<file path="config.mk">
export PLATFORM = sky130hd
export DESIGN_NAME = hum_ctrl_fsm
export DESIGN_NICKNAME = d
export VERILOG_FILES = /design/src/rtl/hum_ctrl_pkg.sv /design/src/rtl/step_tick_gen.sv /design/src/rtl/hum_ctrl_fsm.sv
export SDC_FILE = /design/constraint.sdc
export NUM_CORES = 1
export LEC_CHECK = 0
export CAP_MARGIN = 10
export CORE_ASPECT_RATIO = 1.25
export CORE_MARGIN = 4
export CORE_UTILIZATION = 55
export DETAILED_ROUTE_END_ITERATION = 16
export GPL_ROUTABILITY_DRIVEN = 0
export GPL_TIMING_DRIVEN = 0
export HOLD_SLACK_MARGIN = 0.1
export PLACE_DENSITY = 0.89
export SKIP_CTS_REPAIR_TIMING = 1
export SYNTH_ARGS = -nofsm -noshare
export SYNTH_HDL_FRONTEND = slang
export SYNTH_SLANG_ARGS = --single-unit
export TNS_END_PERCENT = 1
</file>
<file path="constraint.sdc">
create_clock -name pclk -period 11.7 [get_ports pclk]
set_input_delay 1.755 -clock pclk [delete_from_list [all_inputs] [get_ports pclk]]
set_output_delay 1.755 -clock pclk [all_outputs]
set_load 0.005 [all_outputs]
</file>
<file path="src/rtl/hum_ctrl_pkg.sv">
// Shared types and constants for the closed-loop humidity regulator.
package hum_ctrl_pkg;

  localparam int unsigned HUM_W   = 8;
  localparam int unsigned MAX_HUM = 100;

  typedef enum logic [1:0] {
    StIdle       = 2'd0,
    StStable     = 2'd1,
    StHumidify   = 2'd2,
    StDehumidify = 2'd3
  } hum_ctrl_state_t;

endpackage

</file>
<file path="src/rtl/step_tick_gen.sv">
// Step-rate prescaler: counts 0..STEP_DIV-1 and flags the last count as a tick.
// While i_clr is high the count is held at zero so the first tick after release
// lands STEP_DIV cycles later.
module step_tick_gen #(
  parameter int unsigned STEP_DIV = 16
) (
  input  logic pclk,
  input  logic preset,
  input  logic i_clr,
  output logic o_tick
);

  localparam int unsigned     CntW    = 8;
  localparam logic [CntW-1:0] LastCnt = CntW'(STEP_DIV - 1);

  logic [CntW-1:0] r_cnt;
  logic [CntW-1:0] w_cnt_next;

  // Next count: wrap after the last value, hold at zero while cleared.
  always_comb begin
    w_cnt_next = r_cnt + CntW'(1);
    if (i_clr || (r_cnt == LastCnt)) begin
      w_cnt_next = '0;
    end
  end

  // Count register with synchronous reset.
  always_ff @(posedge pclk) begin
    if (preset) begin
      r_cnt <= '0;
    end else begin
      r_cnt <= w_cnt_next;
    end
  end

  assign o_tick = !i_clr && (r_cnt == LastCnt);

endmodule

</file>
<file path="src/rtl/hum_ctrl_fsm.sv">
// Humidity regulator: compares the measured humidity with a clamped target and a
// hysteresis band, then issues rate-limited single-cycle step pulses to the plant.
// A sticky alarm flags episodes that need ALARM_STEPS or more steps.
module hum_ctrl_fsm
  import hum_ctrl_pkg::*;
#(
  parameter int unsigned STEP_DIV    = 16,
  parameter int unsigned HYST        = 2,
  parameter int unsigned ALARM_STEPS = 64
) (
  input  logic             pclk,
  input  logic             preset,
  input  logic             ctrl_en,
  input  logic [HUM_W-1:0] target_hum,
  input  logic [HUM_W-1:0] real_time_hum,
  output logic             hum_inc_en,
  output logic             hum_dec_en,
  output logic [1:0]       ctrl_state,
  output logic             at_target,
  output logic             alarm
);

  localparam int unsigned      W9         = HUM_W + 1;
  localparam int unsigned      EpW        = $clog2(ALARM_STEPS + 1);
  localparam logic [HUM_W-1:0] MaxHum     = HUM_W'(MAX_HUM);
  localparam logic [W9-1:0]    Hyst9      = W9'(HYST);
  localparam logic [EpW-1:0]   AlarmSteps = EpW'(ALARM_STEPS);

  hum_ctrl_state_t  r_state;
  hum_ctrl_state_t  w_next;
  logic [HUM_W-1:0] w_tgt;
  logic [W9-1:0]    w_tgt9;
  logic [W9-1:0]    w_hum9;
  logic [W9-1:0]    w_lo;
  logic [W9-1:0]    w_hi;
  logic             w_clr;
  logic             w_tick;
  logic             w_inc_d;
  logic             w_dec_d;
  logic             w_pulse;
  logic             r_inc;
  logic             r_dec;
  logic             r_at_target;
  logic             r_alarm;
  logic [EpW-1:0]   r_ep_cnt;
  logic [EpW-1:0]   w_ep_next;

  // Clamp the target and derive the band edges in 9 bits so hi never wraps
  // and lo floors at zero for small targets.
  always_comb begin
    w_tgt  = (target_hum > MaxHum) ? MaxHum : target_hum;
    w_tgt9 = {1'b0, w_tgt};
    w_hum9 = {1'b0, real_time_hum};
    w_hi   = w_tgt9 + Hyst9;
    w_lo   = (w_tgt9 >= Hyst9) ? (w_tgt9 - Hyst9) : '0;
  end

  // Next-state logic; direction reversals always pass through STABLE.
  always_comb begin
    w_next = r_state;
    if (!ctrl_en) begin
      w_next = StIdle;
    end else begin
      case (r_state)
        StIdle: w_next = StStable;
        StStable: begin
          if (w_hum9 < w_lo) begin
            w_next = StHumidify;
          end else if (w_hum9 > w_hi) begin
            w_next = StDehumidify;
          end
        end
        StHumidify: begin
          if (w_hum9 >= w_tgt9) w_next = StStable;
        end
        StDehumidify: begin
          if (w_hum9 <= w_tgt9) w_next = StStable;
        end
        default: w_next = StIdle;
      endcase
    end
  end

  // The prescaler only runs while actively stepping, so each episode starts fresh.
  assign w_clr = (r_state == StIdle) || (r_state == StStable);

  step_tick_gen #(
    .STEP_DIV (STEP_DIV)
  ) u_step_tick_gen (
    .pclk   (pclk),
    .preset (preset),
    .i_clr  (w_clr),
    .o_tick (w_tick)
  );

  // Pulse requests; the range guards keep the plant's 8-bit value from wrapping.
  always_comb begin
    w_inc_d = w_tick && (r_state == StHumidify) && ctrl_en && (real_time_hum < MaxHum);
    w_dec_d = w_tick && (r_state == StDehumidify) && ctrl_en && (real_time_hum != '0);
  end

  // State register plus registered pulse and at-target outputs.
  always_ff @(posedge pclk) begin
    if (preset) begin
      r_state     <= StIdle;
      r_inc       <= 1'b0;
      r_dec       <= 1'b0;
      r_at_target <= 1'b0;
    end else begin
      r_state     <= w_next;
      r_inc       <= w_inc_d;
      r_dec       <= w_dec_d;
      r_at_target <= (w_next == StStable);
    end
  end

  assign w_pulse = r_inc || r_dec;

  // Episode step count: cleared whenever the loop is settled or idle, saturating.
  always_comb begin
    w_ep_next = r_ep_cnt;
    if ((w_next == StIdle) || (w_next == StStable)) begin
      w_ep_next = '0;
    end else if (w_pulse && (r_ep_cnt != AlarmSteps)) begin
      w_ep_next = r_ep_cnt + EpW'(1);
    end
  end

  // Episode counter and sticky alarm; only disabling the loop or reset clears the alarm.
  always_ff @(posedge pclk) begin
    if (preset) begin
      r_ep_cnt <= '0;
      r_alarm  <= 1'b0;
    end else begin
      r_ep_cnt <= w_ep_next;
      if (!ctrl_en) begin
        r_alarm <= 1'b0;
      end else if (w_ep_next == AlarmSteps) begin
        r_alarm <= 1'b1;
      end
    end
  end

  assign hum_inc_en = r_inc;
  assign hum_dec_en = r_dec;
  assign ctrl_state = r_state;
  assign at_target  = r_at_target;
  assign alarm      = r_alarm;

endmodule

</file>
Word-level counts from Yosys, hierarchy flattened
Index checks and enable logic that the tools add are counted.

Register bits: 21. Bits of input ports: 19. Output and inout bits: 6. Word-level logic and storage cells: 54.

Add/subtract/negate cells: 4. Magnitude comparators: 7. Equality and inequality tests: 7. Multiplexer cells: 10. Bitwise logic cells: 1. Reductions and logical operators: 18.

Operators by type and width (number): $mux W7 (2); $mux W2 (5); $add A8 B2 Y9 const B (1); $gt A8 B9 Y1 (1); $lt A8 B9 Y1 (1); $mux W9 (1); $sub A8 B2 Y9 const B (1); $add A8 B1 Y8 const B (1); $eq A8 B4 Y1 const B (1); $ge A8 B2 Y1 const B (1); $ge A8 B8 Y1 (1); $gt A8 B7 Y1 const B (1); $le A8 B8 Y1 (1); $logic_and A1 B1 Y1 (8); $lt A8 B7 Y1 const B (1); $mux W8 (1); $pmux W2 S4 (1); $reduce_bool A8 Y1 (1); $add A7 B1 Y7 const B (1); $eq A7 B7 Y1 const B (1); $ne A7 B7 Y1 const B (1); $eq A2 B1 Y1 const B (2); $eq A2 B2 Y1 const B (2); $logic_not A2 Y1 (2); 4 further kinds (8).

Longest topological paths before layout
Gate-level depths: netlist (run 1).

Depth after elaboration: 12. Depth in mapped cells: 17. Depth with buffers taken out: 15.

By module
A second synthesis (run 1) with hierarchy kept.

Cells, all modules: 226. Area total of the unflattened synthesis: 1833.0 µm².

By module, submodules not included: hum_ctrl_fsm (times used 1, cells an instance 187, area an instance 1483.9 µm², seq. area each 260.2 µm²); step_tick_gen (times used 1, cells an instance 39, area an instance 349.1 µm², seq. area each 160.2 µm²).

Worst setup path before layout (run 1)
OpenSTA, ideal clock, no wires.

Kind: input port to flip-flop. Start point: in target_hum[4]. End point: reg r_alarm (netlist: alarm). Setup time: 0.122 ns. Arrival time: 4.764 ns. Required time: 11.578 ns. Setup slack: 6.815 ns. Stages on the path: 16. Path buffers: 2. Cells stage by stage: buf_6 or4_4 buf_6 o31ai_1 ha_1 nor4b_1 o311ai_4 nand2_1 ha_1 nand2_1 o211ai_1 a41oi_1 o21ai_0 o311ai_2 o21ai_4 o21ai_2.

Word-level cells in the longest chain between the ends: 12. Elaborated cells between the ends (all ways): 21. Classes of those cells: add/sub: 2; order compare: 6; eq/ne: 2; mux: 9; reduce/logical: 2.

Ends and longest elaborated chain: start: declaration (line hum_ctrl_fsm.sv:14) `input logic [HUM_W-1:0] target_hum,`; $gt A8 B7 Y1 (line hum_ctrl_fsm.sv:51) `w_tgt = (target_hum > MaxHum) ? MaxHum : target_hum;`; $mux W8 * (line hum_ctrl_fsm.sv:51); $add A8 B2 Y9 (tied with other cells) (line hum_ctrl_fsm.sv:54) `w_hi = w_tgt9 + Hyst9;`; $gt A8 B9 Y1 or $mux W9 (tied branches) (line hum_ctrl_fsm.sv:69, hum_ctrl_fsm.sv:55); $mux W2 or $lt A8 B9 Y1 (tied branches) (line hum_ctrl_fsm.sv:69, hum_ctrl_fsm.sv:67); $mux W2 (line hum_ctrl_fsm.sv:67) `if (w_hum9 < w_lo) begin`; $pmux W2 S4 * (line hum_ctrl_fsm.sv:64) `case (r_state)`; $mux W2 * (line hum_ctrl_fsm.sv:61) `if (!ctrl_en) begin`; $eq A2 B1 Y1 or $logic_not A2 Y1 (tied branches) (line hum_ctrl_fsm.sv:122) `if ((w_next == StIdle) || (w_next == StStable)) begin`; $logic_or A1 B1 Y1 * (line hum_ctrl_fsm.sv:122); $mux W7 * (line hum_ctrl_fsm.sv:122); $eq A7 B7 Y1 * (line hum_ctrl_fsm.sv:138) `end else if (w_ep_next == AlarmSteps) begin`; end signal: assignment (line hum_ctrl_fsm.sv:133) `r_alarm <= 1'b0;`; end signal: assignment (line hum_ctrl_fsm.sv:137) `r_alarm <= 1'b0;`; end signal: assignment (line hum_ctrl_fsm.sv:139) `r_alarm <= 1'b1;`; end: declaration (line hum_ctrl_fsm.sv:44) `logic r_alarm;`.

Mark *: on every way between the ends. The rest lies on a longest branch, timed or not. A chain may end at the register's enable or synchronous reset.

Final worst setup path (run 1)
Start point: in target_hum[7]. End point: reg r_ep_cnt[5].

Word-level cells in the longest chain between the ends: 11. Elaborated cells between the ends (all ways): 20. Classes of those cells: add/sub: 2; order compare: 6; eq/ne: 1; mux: 9; reduce/logical: 2.

Ends and longest elaborated chain: $gt A8 B7 Y1 (line hum_ctrl_fsm.sv:51); $mux W8 * (line hum_ctrl_fsm.sv:51); $add A8 B2 Y9 (tied with other cells) (line hum_ctrl_fsm.sv:54); $gt A8 B9 Y1 or $mux W9 (tied branches) (line hum_ctrl_fsm.sv:69, hum_ctrl_fsm.sv:55); $mux W2 or $lt A8 B9 Y1 (tied branches) (line hum_ctrl_fsm.sv:69, hum_ctrl_fsm.sv:67); $mux W2 (line hum_ctrl_fsm.sv:67); $pmux W2 S4 * (line hum_ctrl_fsm.sv:64); $mux W2 * (line hum_ctrl_fsm.sv:61); $eq A2 B1 Y1 or $logic_not A2 Y1 (tied branches) (line hum_ctrl_fsm.sv:122); $logic_or A1 B1 Y1 * (line hum_ctrl_fsm.sv:122); $mux W7 * (line hum_ctrl_fsm.sv:122); end signal: assignment (line hum_ctrl_fsm.sv:135) `r_ep_cnt <= w_ep_next;`; end: declaration (line hum_ctrl_fsm.sv:45) `logic [EpW-1:0] r_ep_cnt;`.

Marked as above.

==> results_dict.tcl, run 1 <==
set metrics [dict create \
    ys_seq_area_share_pct 23.6 \
    regToRegStartpoint "r_ep_cnt[3]" \
    die_area_sq_um 4220 \
    grt_pass1_wl_microns 6620 \
    grt-ovfl-total 0 \
    wl_microns 3820 \
    critPathLaunchType "input port" \
    cts_made_buffers 3 \
    synth_compound_area_share_pct 17.3 \
    initial_core_util_pct 58.8 \
    top_usage_layer "met2" \
    port_buffers 21 \
    fin_crit_ns 5.50 \
    max_slew_margin_pct 60.8 \
    path_class "input port to register" \
    r2r-end "alarm" \
    cts.sinks 21 \
    syn_inst 218 \
    min_delay_worst_endpoint "alarm" \
    cts_tree "built" \
    fin_crit_sh_pct 47.0 \
    avgSynthCellArea_sq_um 8.17 \
    synth_top_flop_cell "dfxtp_1" \
    reg2reg_depth 7 \
    synth_area_leaders "dfxtp_1 24%, ha_1 19%, nor2_1 5.7%" \
    area_growth_pct 16.0 \
    finalPower_uw 149 \
    grt_max_degree 12 \
    post_drt_wl_per_cell_microns 13.6 \
    cts_buffer_depth 2 \
    die_height_microns 71.6 \
    dp_hpwl_microns 3150 \
    final-setup-viol-count 0 \
    synth.distinct_cells 49 \
    powerDensity_nw_per_um2 72.1 \
    crit_fanout 9 \
    grt_pass1_vias 1577 \
    cts.clk_slew.worst_paths_ns 0.11 \
    synthAdderAreaFrac_pct 19.0 \
    whs_path_depth 2 \
    layout-drive-gt1-share_pct 4.92 \
    dpl_cell_area_sq_um 2040 \
    vdd_drop_max_v 0.0000635 \
    diodes 0 \
    synth-edff-count 0 \
    yosys_warnings 0 \
    end_kind "register" \
    synth-async-reset-ratio_pct 0 \
    die_w_microns 58.9 \
    p_leak_nw 0.802 \
    synth_top_family_by_area "simple AND/OR/NAND/NOR gates" \
    grt.met2_usage_pct 36.0 \
    drtIter0Drc 94 \
    status "completed" \
    yosys.area.top_type_share_pct 23.6 \
    dr.pass1.iters 4 \
    final.setup_skew_ns 0.00744 \
    grt_util_met1_pct 22.2 \
    synth.cell_area_sq_um 1780 \
    synth-xor-area-share_pct 8.85 \
    via_per_inst 5.90 \
    rows 22 \
    maxSlewViolCount 0 \
    synth_mux_area_share_pct 0 \
    antenna_found_initial 0 \
    ys_seq_elements 21 \
    io_pins 25 \
    drc 0 \
    coreArea_sq_um 3030 \
    via_count 1653 \
    ant_nets 0 \
    drv_cap 0 \
    fin_area_sq_um 2070 \
    fmax_mhz 182 \
    grt_use_total_pct 19.3 \
    yosys.area_share.simple_pct 26.6 \
    worstSkewPairLatency_ns 0.30 \
    synth_top_area_cell "dfxtp_1" \
    use_met3_pct 1.08 \
    nNetsFinal 291 \
    cts_root_buf "clkbuf_4" \
    worstPathArrival_ns 5.70 \
    r2r_slack_ns 9.87 \
    cts-htree-levels 1 \
    finalHoldViolCount 0 \
    rsz0062_at_grt "false" \
    max_slew.worst_pin.slew_ns 0.586 \
    min_from "alarm" \
    hp-class "register to register" \
    required_ns 11.90 \
    timing.setup.tns_ns 0 \
]
flip-flops by register name, indices dropped and copies added, names as in the netlist:
signal / count
hum_dec_en: 1
at_target: 1
u_step_tick_gen.r_cnt: 8
r_ep_cnt: 7
alarm: 1
hum_inc_en: 1
ctrl_state: 2
cell usage in the layout (no fill, tap or decap), types with 4 or more instances in the layout:
cell type and instances:
a21oi_1 8, clkbuf_1 4, clkdlybuf4s50_1 21, dfxtp_1 21
ha_1 27, inv_1 11, nand2_1 19, nand3_1 8
nand4_1 4, nor2_1 27, nor2b_1 6, nor3_1 7
nor4_1 5, o21ai_0 10, xnor2_1 8, xor2_1 10
layer usage:
layer,vias to the layer above,part of all wire (%),routed length (microns)
li1,844,-,-
met1,752,44,1660
met2,49,51,1930
met3,8,3.9,150
met4,0,1.9,73
met5,-,0,0
layout make-up:
cell class | count | area, sq um
clock buffer | 4 | 26.3
tap | 36 | 45.0
buffer | 5 | 33.8
inverter | 12 | 45.0
fill | 254 | 961
multi-input combinational | 181 | 1290
timing repair buffer | 21 | 210
sequential | 21 | 420
through the flow:
step	hold WS, ns	cells	util, %	worst slack [ns]
2_1_floorplan	0.426	219	-	6.81
3_3_place_gp	0.436	276	67.4	5.96
3_5_place_dp	0.450	276	67.4	5.89
4_1_cts	0.474	280	68.3	6.19
5_1_grt	0.500	280	68.3	5.92
6_report	0.467	280	68.3	6.20
power breakdown:
part / total, mW / internal, mW / switching, mW
clock network: 0.0343 / 0.0133 / 0.0210
registers: 0.0726 / 0.0720 / 0.000588
logic: 0.0420 / 0.0195 / 0.0225
critical path, stage by stage:
cell and delay, ns:
clkdlybuf4s50_1 0.54, or4_4 0.58, buf_6 0.15, o31ai_1 0.13, ha_1 0.30, nor4b_1 0.44
o311ai_4 0.24, nand2_1 0.11, ha_1 0.18, nand2_1 0.06, o211ai_1 0.26, a41oi_1 0.07
o21ai_0 0.27, o311ai_2 0.21, o21ai_4 0.33, nor2_1 0.09
cell usage after synthesis, drive strengths merged (2+ instances only):
cell type / number
nand4: 4
o22ai: 2
or4: 3
nor2: 27
and2: 2
xnor2: 8
nor3: 7
o31ai: 2
or3: 3
o21ai: 12
nand3: 8
ha: 27
dfxtp: 21
o311ai: 2
o211ai: 3
nor4: 6
nor2b: 6
inv: 12
nand2: 19
buf: 2
a21oi: 8
o31a: 2
clkbuf: 3
xor2: 10
cell families (layout without fill, tap and decap cells):
kind of cell               after synthesis  count (layout)
and+or+nand+nor                         93              93
AOI/OAI and AO/OA                       41              41
adders and majority gates               27              27
DFF                                     21              21
xor gates and xnor gates                18              18
buffers and inverters                   17              42
other                                    1               2
worst max path at each step:
stage / end / startpoint / slack [ns]
floorplan: alarm / target_hum[4] / 6.81
global placement: alarm / target_hum[7] / 5.96
detailed placement: r_ep_cnt[5] / target_hum[7] / 5.89
CTS: r_ep_cnt[5] / target_hum[7] / 6.19
global route: r_ep_cnt[0] / target_hum[7] / 5.92
finish: r_ep_cnt[5] / target_hum[7] / 6.20
Power figures use the tool's default switching activity.
==> inputs of run 2 (changes only) <==
CORE_UTILIZATION = 49   (was 55)
PLACE_DENSITY = 0.85   (was 0.89)
clock period = 4.5 ns   (was 11.7 ns; I/O delays follow)
==> run 2 against run 1 <==
Against the previous run:
- via count increased by 0.60%
- sequential power rose to 2.6 times the previous value
- setup slack worse by 5.9 ns
- final cell count rose by 1.4%
- sequential cell count unchanged
- hold slack got worse by 0.013 ns
- clock power grew to 3.5 times the previous value
==> results_dict.tcl, run 2 (synthesis gave the netlist of run 1 again) <==
set metrics [dict create \
    cts-htree-levels 1 \
    cts_tree "built" \
    port_buffers 21 \
    die_height_microns 75.4 \
    rsz0062_at_grt "false" \
    initial_core_util_pct 51.1 \
    status "completed" \
    max_slew.worst_pin.slew_ns 0.743 \
    largest_register_ffs 8 \
    p_leak_nw 0.823 \
    io_pins 25 \
    fmax_mhz 235 \
    antenna_found_initial 0 \
    maxSlewViolCount 0 \
    die_w_microns 61.9 \
    coreArea_sq_um 3480 \
    final-setup-viol-count 0 \
    rows 24 \
    crit_slowest_cell "clkdlybuf4s50_1" \
    ant_nets 0 \
    worstSkewPairLatency_ns 0.26 \
    fin_hold_ws_ns 0.455 \
    crit_fanout 7 \
    vdd_drop_max_v 0.000234 \
    crit_top_cell "nand2_1" \
    grt_use_total_pct 18.4 \
    critPathMaxStageDelay_ns 0.53 \
    finalHoldViolCount 0 \
    cts_buffer_depth 2 \
    crit_chain "clkdlybuf4s50_1, or4_4, buf_6, o21ai_0, nand2_1, ha_1, nor4b_2, o311ai_4, nand2_1, ha_1, nand2_1, o211ai_1, nor4_2, o211ai_1, o311ai_2, o21ai_2, nor2_1" \
    cts.clk_slew.worst_paths_ns 0.07 \
    grt_pass1_wl_microns 6640 \
    drtIter0Drc 69 \
    end_kind "register" \
    dr.pass1.iters 4 \
    max_slew_margin_pct 50.3 \
    area_growth_pct 18.3 \
    wl_microns 3930 \
    post_drt_wl_per_cell_microns 13.8 \
    powerDensity_nw_per_um2 199 \
    path_class "input port to register" \
    die_area_sq_um 4670 \
    hp-class "register to register" \
    place_ws_ns -0.223 \
    final.setup_skew_ns 0.00420 \
    grt-ovfl-total 0 \
    layout-drive-gt1-share_pct 6.12 \
    via_count 1663 \
    drc 0 \
    dp_hpwl_microns 3200 \
    fin_crit_ns 4.25 \
    cts.sinks 21 \
    via_per_inst 5.86 \
    regMostFlops "u_step_tick_gen.r_cnt" \
    worstPathArrival_ns 4.39 \
    cts_root_buf "clkbuf_8" \
    fin_crit_sh_pct 94.4 \
    nNetsFinal 292 \
    diodes 0 \
    grt_max_degree 13 \
    required_ns 4.64 \
    cts_made_buffers 3 \
    grt_pass1_vias 1592 \
    drv_cap 0 \
    final_cell_mix "27 x nor2_1, 27 x ha_1, 21 x dfxtp_1, 20 x clkdlybuf4s50_1, 19 x nand2_1" \
    fin_ws_ns 0.252 \
    critPathLaunchType "input port" \
]
## run 2: cell types whose count changed in the layout (fill, tap and decap cells not counted), sizes merged
cell,change
clkdlybuf4s50,-1
o21ai,+1
clkbuf,-1
clkinv,+1
dlymetal6s2s,+1
## run 2: where the power goes
group	switching, mW	internal [mW]	total, mW
combinational	0.0599	0.0509	0.111
clock	0.0583	0.0616	0.120
sequential	0.00158	0.187	0.189
## run 2: final cells by class
cell class                 instances  area (sq um)
buffer                             5          33.8
fill                             315          1380
timing repair buffer              21           213
clock inverter                     1          5.00
sequential                        21           420
inverter                          12          45.0
tap                               39          48.8
clock buffer                       3          41.3
multi-input combinational        182          1300
## run 2: worst max-delay path: cells and delay by family
kind,cells,cell delay [ns]
and+or+nand+nor,7,1.20
buffers and inverters,2,0.68
AOI/OAI and AO/OA,6,1.24
adders and majority gates,2,0.61
## run 2: layer usage
metal	vias up	routed length [microns]	track usage, %
met5	-	0	0
met4	0	68	6.84
met3	6	143	1.53
met2	40	1960	32.5
met1	764	1760	22.7
li1	853	-	-
## run 2: path summary, 6_finish.rpt
| kind | from | end | slack (ns) | depth (start not counted) |
|---|---|---|---|---|
| worst max-delay path | target_hum[2] | r_ep_cnt[2] | 0.25 | 17 |
| worst min-delay path | alarm | alarm | 0.45 | 2 |
| worst max register to register | r_ep_cnt[3] | alarm | 2.69 | 7 |
| worst min register to register | alarm | alarm | 0.45 | 2 |
## run 2: through the flow
step | setup TNS, ns | instance area, sq um | utilization, % | total power, mW | cells
after floorplan | 0 | 1790 | - | 0.261 | 219
after global placement | -1.45 | 2040 | 58.7 | 0.298 | 279
after detailed placement | -2.17 | 2040 | 58.7 | 0.302 | 279
after CTS | 0 | 2090 | 60.0 | 0.423 | 283
after global routing | 0 | 2110 | 60.5 | 0.448 | 284
final | 0 | 2110 | 60.5 | 0.419 | 284
==> inputs of run 3 (changes only) <==
ABC_AREA = 1   (was unset)
CAP_MARGIN = unset   (was 10)
CORE_UTILIZATION = 50   (was 49)
SLEW_MARGIN = 20   (was unset)
==> run 3 against run 2 <==
Against the previous run:
- critical path depth increased by 9
- count of clock-buffer cells in the layout unchanged
- routed wire length increased by 2.9%
- largest cell class unchanged
- synthesized area increased by 7.9%
- die area increased by 5.1%
- fmax increased by 4.9%
- register-to-register slack got worse by 0.12 ns
- clock power about the same
- largest power group unchanged
- synthesized cell count increased by 28%
- first-iteration DRC count decreased by 20%
==> results_dict.tcl, run 3 <==
set metrics [dict create \
    n_fill_cell 334 \
    drc 0 \
    coreArea_sq_um 3600 \
    antenna_found_initial 0 \
    drtIter0Drc 55 \
    post_drt_wl_per_cell_microns 11.7 \
    met2_length_microns 1950 \
    cts_tree "built" \
    required_ns 4.70 \
    cts_made_buffers 3 \
    diodes 0 \
    synth_mux_area_share_pct 0 \
    synth-edff-count 0 \
    critPathMaxStageDelay_ns 0.53 \
    grt-ovfl-total 0 \
    wl_microns 4050 \
    crit_family "simple AND/OR/NAND/NOR gates" \
    avgSynthCellArea_sq_um 6.92 \
    reg2reg_depth 9 \
    synth_area_leaders "dfxtp_1 22%, ha_1 18%, nand2_1 12%" \
    hp-class "register to register" \
    cts.sinks 21 \
    whs_path_depth 2 \
    met3_length_microns 163 \
    rsz0062_at_grt "false" \
    fin_crit_sh_pct 90.0 \
    worstSkewPairLatency_ns 0.25 \
    yosys_warnings 0 \
    ys_seq_elements 21 \
    vdd_drop_max_v 0.000103 \
    via_count 1828 \
    fin_crit_ns 4.05 \
    crit_top_cell "nand2_2" \
    area_growth_pct 17.6 \
    critPathLaunchType "input port" \
    p_leak_nw 1.02 \
    ys_top_cells_by_count "60 x nand2_1, 34 x nor2_1, 30 x inv_1, 27 x ha_1, 21 x dfxtp_1" \
    cts_root_buf "clkbuf_8" \
    finalPower_uw 436 \
    status "completed" \
    die_height_microns 77.3 \
    synth_top_flop_cell "dfxtp_1" \
    cts.clk_slew.worst_paths_ns 0.07 \
    cts-htree-levels 1 \
    nNetsFinal 354 \
    ant_nets 0 \
    grt_max_degree 13 \
    cts_buffer_depth 2 \
    yosys.area_share.simple_pct 39.2 \
    initial_core_util_pct 53.4 \
    io_pins 25 \
    path_class "input port to register" \
    dr.pass1.iters 4 \
    finalHoldViolCount 0 \
    fmax_mhz 247 \
    crit_slowest_cell "clkdlybuf4s50_1" \
    dp_hpwl_microns 3400 \
    via_per_inst 5.28 \
    synth-xor-area-share_pct 4.10 \
    grt_pass1_vias 1792 \
    worstPathArrival_ns 4.25 \
    final_cell_mix "60 x nand2_1, 34 x nor2_1, 30 x inv_1, 27 x ha_1, 24 x clkdlybuf4s50_1" \
    drv_cap 0 \
    synth_compound_area_share_pct 9.82 \
    top_layer "met4" \
    grt_pass1_wl_microns 7140 \
    final_common_cell "nand2_1" \
    end_kind "register" \
    ys_seq_area_share_pct 21.9 \
    path_buf_inv 4 \
    synth-async-reset-ratio_pct 0 \
    powerDensity_nw_per_um2 193 \
    port_buffers 24 \
    largest_register_ffs 8 \
    critical_path_depth 26 \
    timing.setup.tns_ns 0 \
    crit_fanout 8 \
    synth.cell_area_sq_um 1920 \
    grt_use_total_pct 17.3 \
    rows 24 \
    die_w_microns 63.5 \
    final-setup-viol-count 0 \
    synth_top_family_by_area "simple AND/OR/NAND/NOR gates" \
    maxSlewViolCount 0 \
    final.setup_skew_ns 0.00223 \
    yosys.cell_count.top_type "nand2_1" \
    synth_top_area_cell "dfxtp_1" \
    die_area_sq_um 4910 \
    yosys.area.top_type_share_pct 21.9 \
    layout-drive-gt1-share_pct 12.7 \
    synthAdderAreaFrac_pct 17.6 \
    syn_inst 278 \
    regMostFlops "u_step_tick_gen.r_cnt" \
    synth.distinct_cells 35 \
    wl_met1_microns 1770 \
]
[run 3: power by group]
group | total, mW | internal, mW | leakage (nW) | switching (mW)
sequential | 0.189 | 0.188 | 0.170 | 0.00156
combinational | 0.127 | 0.0557 | 0.821 | 0.0715
clock | 0.120 | 0.0615 | 0.0255 | 0.0584
total | 0.436 | 0.305 | 1.02 | 0.131
[run 3: logic make-up (layout without fill, tap and decap cells)]
group                      Yosys count  after routing
AOI/OAI and AO/OA                   31             31
other                                1              2
DFF                                 21             21
xor gates and xnor gates             9              9
buffers and inverters               37             65
and+or+nand+nor                    152            152
adders and majority gates           27             27
[run 3: metal layers]
metal | vias up | GRT usage, %
met5 | - | 0
li1 | 962 | -
met4 | 0 | 11.4
met3 | 14 | 0.578
met2 | 49 | 30.9
met1 | 803 | 20.0
[run 3: path summary, 6_finish.rpt]
check / startpoint / to / slack, ns
setup / recovery: target_hum[4] / r_ep_cnt[1] / 0.45
setup reg to reg: u_step_tick_gen.r_cnt[0] / hum_dec_en / 2.57
hold / removal: alarm / alarm / 0.45
hold reg to reg: alarm / alarm / 0.45
[run 3: through the flow]
step | setup slack, ns | hold WS [ns] | util (%) | std cells | cell area (sq um)
final | 0.450 | 0.449 | 62.8 | 346 | 2260
after global routing | 0.177 | 0.485 | 62.8 | 346 | 2260
after CTS | 0.448 | 0.453 | 62.8 | 346 | 2260
after detailed placement | 0.182 | 0.441 | 61.5 | 342 | 2220
after global placement | 0.287 | 0.428 | 61.5 | 342 | 2220
after floorplan | 1.27 | 0.418 | - | 279 | 1930
[run 3: tightest hold or removal path: stages (launching register included)]
cell,delay [ns]
dfxtp_1,0.31
inv_1,0.04
a21oi_1,0.05
[run 3: layout make-up]
| class | instances | area (sq um) | area share (%) |
|---|---|---|---|
| Clock buffer | 3 | 41.3 | 1.83 |
| Clock inverter | 1 | 5.00 | 0.221 |
| Inverter | 37 | 139 | 6.14 |
| Multi-Input combinational cell | 221 | 1370 | 60.5 |
| Sequential cell | 21 | 420 | 18.6 |
| Tap cell | 39 | 48.8 | 2.16 |
| Timing Repair Buffer | 24 | 240 | 10.6 |
